==> config.mk <==
export PLATFORM = sky130hd
export DESIGN_NAME = tff_bank_flat
export DESIGN_NICKNAME = d
export VERILOG_FILES = /design/src/rtl/tff_bank_pkg.sv /design/src/rtl/tff_bank_if.sv /design/src/rtl/tff_channel.sv /design/src/rtl/tff_bank.sv /design/src/flat_wrapper.sv
export SDC_FILE = /design/constraint.sdc
export NUM_CORES = 1
export LEC_CHECK = 0
export ABC_AREA = 0
export BUFFER_PORTS_ARGS = -buffer_cell sky130_fd_sc_hd__buf_4
export CAP_MARGIN = 20
export CORE_MARGIN = 4
export CORE_UTILIZATION = 52
export CTS_BUF_LIST = sky130_fd_sc_hd__clkbuf_4
export DETAILED_ROUTE_END_ITERATION = 8
export MAX_ROUTING_LAYER = met4
export PLACE_DENSITY = 0.81
export SLEW_MARGIN = 20
export SYNTH_ARGS = -nofsm -noshare
export SYNTH_HDL_FRONTEND = slang
export SYNTH_HIERARCHICAL = 1
export SYNTH_SLANG_ARGS = --single-unit
==> constraint.sdc <==
create_clock -name clk -period 1.85 [get_ports clk]
set_input_delay 0.0925 -clock clk [delete_from_list [all_inputs] [get_ports clk]]
set_output_delay 0.0925 -clock clk [all_outputs]
set_load 0.01 [all_outputs]
==> src/rtl/tff_bank_pkg.sv <==
// Shared constants and helpers for the toggle flip-flop bank.
package tff_bank_pkg;

  localparam int   SYNC_STAGES = 2;
  localparam logic MODE_LEVEL  = 1'b0;
  localparam logic MODE_EDGE   = 1'b1;

  // Select width never drops below one bit, even for a single channel.
  function automatic int sel_width(input int n);
    return (n <= 1) ? 1 : $clog2(n);
  endfunction

endpackage

==> src/rtl/tff_bank_if.sv <==
// Control/status bundle between the toggle bank and its host logic.
interface tff_bank_if #(
  parameter int N_CH  = 8,
  parameter int CNT_W = 8
);
  localparam int SEL_W = tff_bank_pkg::sel_width(N_CH);

  logic              en;
  logic              clr;
  logic              load;
  logic [N_CH-1:0]   load_val;
  logic [N_CH-1:0]   edge_mode;
  logic [N_CH-1:0]   t_in;
  logic [SEL_W-1:0]  cnt_sel;
  logic [N_CH-1:0]   q;
  logic [N_CH-1:0]   tgl_pulse;
  logic [CNT_W-1:0]  cnt_out;
  logic [N_CH-1:0]   cnt_sat;

  modport master (
    output en, clr, load, load_val, edge_mode, t_in, cnt_sel,
    input  q, tgl_pulse, cnt_out, cnt_sat
  );

  modport slave (
    input  en, clr, load, load_val, edge_mode, t_in, cnt_sel,
    output q, tgl_pulse, cnt_out, cnt_sat
  );
endinterface

==> src/rtl/tff_channel.sv <==
// One toggle channel: T qualification, q, toggle pulse, saturating counter.
// TFF_BANK_SYNC_EN inserts a two-flop synchronizer ahead of edge detection.
module tff_channel
  import tff_bank_pkg::*;
#(
  parameter int CNT_W = 8
) (
  input  logic             clk,
  input  logic             rst,
  input  logic             en,
  input  logic             clr,
  input  logic             load,
  input  logic             load_val,
  input  logic             edge_mode,
  input  logic             t_in,
  output logic             q,
  output logic             tgl_pulse,
  output logic [CNT_W-1:0] cnt,
  output logic             sat
);

  localparam logic [CNT_W-1:0] CNT_MAX = '1;

  logic t_eff;
  logic t_prev;
  logic req;

`ifdef TFF_BANK_SYNC_EN
  logic [SYNC_STAGES-1:0] sync;

  always_ff @(posedge clk or posedge rst) begin
    if (rst) sync <= '0;
    else     sync <= {sync[SYNC_STAGES-2:0], t_in};
  end

  assign t_eff = sync[SYNC_STAGES-1];
`else
  assign t_eff = t_in;
`endif

  assign req = (edge_mode == MODE_EDGE) ? (t_eff & ~t_prev) : t_eff;

  // Edge history tracks every cycle so a rise while disabled is dropped.
  always_ff @(posedge clk or posedge rst) begin
    if (rst) begin
      t_prev    <= 1'b0;
      q         <= 1'b0;
      tgl_pulse <= 1'b0;
      cnt       <= '0;
      sat       <= 1'b0;
    end else begin
      t_prev <= t_eff;
      if (clr) begin
        q         <= 1'b0;
        tgl_pulse <= 1'b0;
        cnt       <= '0;
        sat       <= 1'b0;
      end else if (load) begin
        q         <= load_val;
        tgl_pulse <= 1'b0;
      end else if (en && req) begin
        q         <= ~q;
        tgl_pulse <= 1'b1;
        if (cnt != CNT_MAX) cnt <= cnt + 1'b1;
        if (cnt == CNT_MAX - 1'b1) sat <= 1'b1;
      end else begin
        tgl_pulse <= 1'b0;
      end
    end
  end

endmodule

==> src/rtl/tff_bank.sv <==
// N_CH-channel toggle bank with a registered counter read-back mux.
// Optional input synchronizers are enabled with TFF_BANK_SYNC_EN.
module tff_bank
  import tff_bank_pkg::*;
#(
  parameter int N_CH  = 8,
  parameter int CNT_W = 8
) (
  input logic       clk,
  input logic       rst,
  tff_bank_if.slave bus
);

  localparam int SEL_W = sel_width(N_CH);

  logic [N_CH-1:0]  q_w;
  logic [N_CH-1:0]  tgl_w;
  logic [N_CH-1:0]  sat_w;
  logic [CNT_W-1:0] cnt_w [N_CH];
  logic [CNT_W-1:0] sel_cnt;

  for (genvar i = 0; i < N_CH; i++) begin : g_ch
    tff_channel #(.CNT_W(CNT_W)) u_ch (
      .clk       (clk),
      .rst       (rst),
      .en        (bus.en),
      .clr       (bus.clr),
      .load      (bus.load),
      .load_val  (bus.load_val[i]),
      .edge_mode (bus.edge_mode[i]),
      .t_in      (bus.t_in[i]),
      .q         (q_w[i]),
      .tgl_pulse (tgl_w[i]),
      .cnt       (cnt_w[i]),
      .sat       (sat_w[i])
    );
  end

  assign bus.q         = q_w;
  assign bus.tgl_pulse = tgl_w;
  assign bus.cnt_sat   = sat_w;

  // Out-of-range selects match no channel and read back as zero.
  always_comb begin
    sel_cnt = '0;
    for (int i = 0; i < N_CH; i++) begin
      if (bus.cnt_sel == SEL_W'(i)) sel_cnt = cnt_w[i];
    end
  end

  always_ff @(posedge clk or posedge rst) begin
    if (rst) bus.cnt_out <= '0;
    else     bus.cnt_out <= sel_cnt;
  end

endmodule

==> src/flat_wrapper.sv <==
// flat-port wrapper written by rule: the top's interface ports become plain ports
module tff_bank_flat import tff_bank_pkg::*;
#(
  parameter int N_CH  = 8,
  parameter int CNT_W = 8
)
  (clk, rst, bus_en, bus_clr, bus_load, bus_load_val, bus_edge_mode, bus_t_in, bus_cnt_sel, bus_q, bus_tgl_pulse, bus_cnt_out, bus_cnt_sat);
  tff_bank_if #(.N_CH(N_CH), .CNT_W(CNT_W)) bus_i ();
  input logic clk;
  input logic rst;
  input wire logic [$bits(bus_i.en)-1:0] bus_en;
  input wire logic [$bits(bus_i.clr)-1:0] bus_clr;
  input wire logic [$bits(bus_i.load)-1:0] bus_load;
  input wire logic [$bits(bus_i.load_val)-1:0] bus_load_val;
  input wire logic [$bits(bus_i.edge_mode)-1:0] bus_edge_mode;
  input wire logic [$bits(bus_i.t_in)-1:0] bus_t_in;
  input wire logic [$bits(bus_i.cnt_sel)-1:0] bus_cnt_sel;
  output wire logic [$bits(bus_i.q)-1:0] bus_q;
  output wire logic [$bits(bus_i.tgl_pulse)-1:0] bus_tgl_pulse;
  output wire logic [$bits(bus_i.cnt_out)-1:0] bus_cnt_out;
  output wire logic [$bits(bus_i.cnt_sat)-1:0] bus_cnt_sat;
  assign bus_i.en = bus_en;
  assign bus_i.clr = bus_clr;
  assign bus_i.load = bus_load;
  assign bus_i.load_val = bus_load_val;
  assign bus_i.edge_mode = bus_edge_mode;
  assign bus_i.t_in = bus_t_in;
  assign bus_i.cnt_sel = bus_cnt_sel;
  assign bus_q = bus_i.q;
  assign bus_tgl_pulse = bus_i.tgl_pulse;
  assign bus_cnt_out = bus_i.cnt_out;
  assign bus_cnt_sat = bus_i.cnt_sat;
  tff_bank #(.N_CH(N_CH), .CNT_W(CNT_W)) u_core (.clk(clk), .rst(rst), .bus(bus_i));
endmodule
==> out/summary.txt <==
GR Util met2 -> 0.372
Fraction of registers with async set/reset -> 1.00
Die height -> 116 um
Critical Path AT -> 2.12 ns
GRT overflow -> 0
Yosys reg bits -> 104
Switch Pwr -> 1.15 mW
Met3 Track Usage GR -> 0.0460
Compound-Gate Fraction of Synth Area -> 0.200
Setup crit end kind -> register
Vias per Instance -> 6.21
Warnings from Yosys -> 6
TritonCTS clock tree -> done
H-Tree Depth -> 3
Comb pwr share -> 0.147
Largest family of logic cells by synthesized area -> simple AND/OR/NAND/NOR gates
CTS Root Cell -> clkbuf_4
PwrDens -> 581 nW/um2
Port bufs -> 63
Final Net Count -> 710
M1 GR Usage -> 0.315
WL/cell -> 18.6 um
Clk buf depth -> 2
Max Cap Violations -> 0
Initial antenna violation count -> 1
Most common library cells after synthesis -> dfrtp_1 (104), nor2_1 (51), a211oi_1 (37)
Starting Density -> 0.531
Min Clock Period, post-route -> 1.74 ns
Period utilization -> 0.943
Die area -> 13,400 um2
Worst Tran Pin Value -> 0.689 ns
Adder-cell share of the synthesized area -> 0.0332
Routed Antenna Nets -> 0
Crit path launch type -> register
Clock sink count -> 104
Core area -> 11,400 um2
Synthesized Nets -> 602
Lkg Pwr -> 3.13 nW
Worst Skew -> 0.0140 ns
Synth Area in Simple Gates -> 0.227
Die Wd -> 116 um
Outcome -> completed
Residual DRC -> 0
GRT Total Usage -> 0.241
Largest net degree at the start of global routing -> 51
Gate Count Post-Synth -> 554
CP Class -> register to register
Yosys top cell area share -> 0.431
WP data required -> 2.23 ns
Post-synth top flop -> dfrtp_1
TNS Setup -> 0 ns
Most frequent cell after synthesis -> dfrtp_1
Most Used Layer, Global Route -> met2
Area leader, netlist -> dfrtp_1
Largest cells by area after synthesis -> dfrtp_1 (43%), a211oi_1 (4.6%), mux4_2 (3.7%)
Switching Share -> 0.275
Area Overhead vs Synth -> 19.3%
Number of buffers created by CTS -> 9
Mapped cell area -> 6040 um2
First-pass GRT wire length -> 24,600 um
CP Max Fanout -> 9
Sequential fraction of the synthesis area -> 0.431
RSZ-0062 raised after global routing -> no
Synth cell types -> 44
Clock latency on the worst-skew pair -> 0.47 ns
Clock slew at the register clock pins of the worst setup and hold paths -> 0.16 ns
Hold Fails Final Rpt -> 0
DR iter-0 viols -> 413
Post-synth EDFFs -> 0
Clk network pwr share -> 0.281
Worst min path class -> input pin to register
Worst slew margin -> 0.541
Final Wtd Congestion -> 0.831
DP HPWL -> 10,500 um
Final Max Slew Viols -> 0
FP Rows -> 39
Setup repair bufs after CTS -> 0
Part of the power in registers -> 0.572
Setup violators final -> 0
F_max -> 573 MHz
Pint -> 3.04 mW
Via count -> 5,036
Avg Cell Area, Syn -> 10.9 um2
Top-Level Pins -> 64
Share of layout cells above drive strength 1 -> 0.253
Post-Route WL -> 15,100 um
DR pass1 iterations -> 7
Total Power -> 4.19 mW
Worst VDD drop -> 0.350 mV
Vias in the first global route -> 4,942
Xor/xnor share of the synthesized area -> 0.0218
Mux contribution to synthesized area -> 0.0584
## cells in the final DEF, fill, tap and decap left out, types with 12 or more instances in the layout
master / instances
nand2_1: 17
nand2_2: 15
nand3_1: 12
a211oi_1: 37
dfrtp_1: 104
buf_4: 91
dlygate4sd3_1: 20
ha_1: 16
a31oi_1: 30
inv_1: 26
and4_1: 17
a41oi_1: 15
or3_1: 14
a21oi_1: 36
nor2_1: 51
## critical path, stage by stage (launching register included)
cell and delay (ns):
dfrtp_1 0.53, nand2_2 0.10, nor4_4 0.54, a41oi_1 0.20
a211oi_1 0.28
## power groups by stage
| stage | registers [mW] | logic [mW] | clock network [mW] |
|---|---|---|---|
| after global routing | 2.40 | 0.669 | 1.29 |
| after CTS | 2.39 | 0.617 | 1.21 |
| final | 2.39 | 0.614 | 1.18 |
| after detailed placement | 2.44 | 0.580 | 0 |
| after floorplan | 2.45 | 0.310 | 0 |
| after global placement | 2.43 | 0.557 | 0 |
## cell families (layout without fill, tap and decap cells)
| family | count (synthesis) | after routing |
|---|---|---|
| and+or+nand+nor | 203 | 203 |
| AOI/OAI and AO/OA | 152 | 152 |
| DFF | 104 | 104 |
| buffers and inverters | 42 | 155 |
| muxes | 22 | 22 |
| adders and majority gates | 16 | 16 |
| xor gates and xnor gates | 15 | 15 |
| other | 0 | 1 |
## final timing paths
path                                             from                         end  slack, ns  cells after the start
hold reg to reg               u_core/g_ch[4].u_ch/sat     u_core/g_ch[4].u_ch/sat       0.52                      2
min in group asynchronous                         rst       u_core/bus.cnt_out[7]       0.22                      3
max in group asynchronous                         rst  u_core/g_ch[7].u_ch/cnt[6]       1.23                      3
hold / removal                       bus_edge_mode[3]  u_core/g_ch[3].u_ch/cnt[1]       0.08                      5
setup reg to reg           u_core/g_ch[1].u_ch/cnt[2]  u_core/g_ch[1].u_ch/cnt[5]       0.11                      4
setup / recovery           u_core/g_ch[1].u_ch/cnt[2]  u_core/g_ch[1].u_ch/cnt[5]       0.11                      4
## final cells by class
| cell class | count | area (um2) |
|---|---|---|
| timing repair buffer | 113 | 923 |
| fill | 937 | 4170 |
| inverter | 26 | 97.6 |
| clock buffer | 11 | 82.6 |
| multi-input combinational | 408 | 3260 |
| sequential | 104 | 2600 |
| tap | 143 | 179 |
| antenna | 1 | 2.50 |
| clock inverter | 5 | 47.5 |
## registers in the layout (all words and copies together) (netlist names)
signal	cells
u_core/bus.cnt_out	8
u_core/g_ch.u_ch/cnt	64
u_core/g_ch.u_ch/q	8
u_core/g_ch.u_ch/sat	8
u_core/g_ch.u_ch/t_prev	8
u_core/g_ch.u_ch/tgl_pulse	8
## per-layer routing
metal  part of all wire  wire length [um]  vias up
met5                  0                 0        -
met4              0.026               386        0
met3              0.058               874       29
met2               0.49              7390      167
met1               0.43              6430     2487
li1                   -                 -     2353
## what timing repair did
action,4_1_cts,5_1_grt
hold buffers,20,0
resized for setup,0,0
hold endpoints to repair,136,0
## stage by stage
step | cell area (um2) | setup WS [ns] | hold slack [ns] | util | std cells
global placement | 6870 | 0.252 | 0.135 | 0.604 | 774
CTS | 7200 | 0.131 | 0.0557 | 0.633 | 810
global route | 7200 | 0.0373 | 0.0662 | 0.633 | 811
finish | 7200 | 0.106 | 0.0790 | 0.633 | 811
floorplan | 6040 | 0.112 | -0.0918 | - | 554
detailed placement | 6870 | 0.159 | 0.162 | 0.604 | 774
No activity file was read; power rests on OpenSTA's default activity.
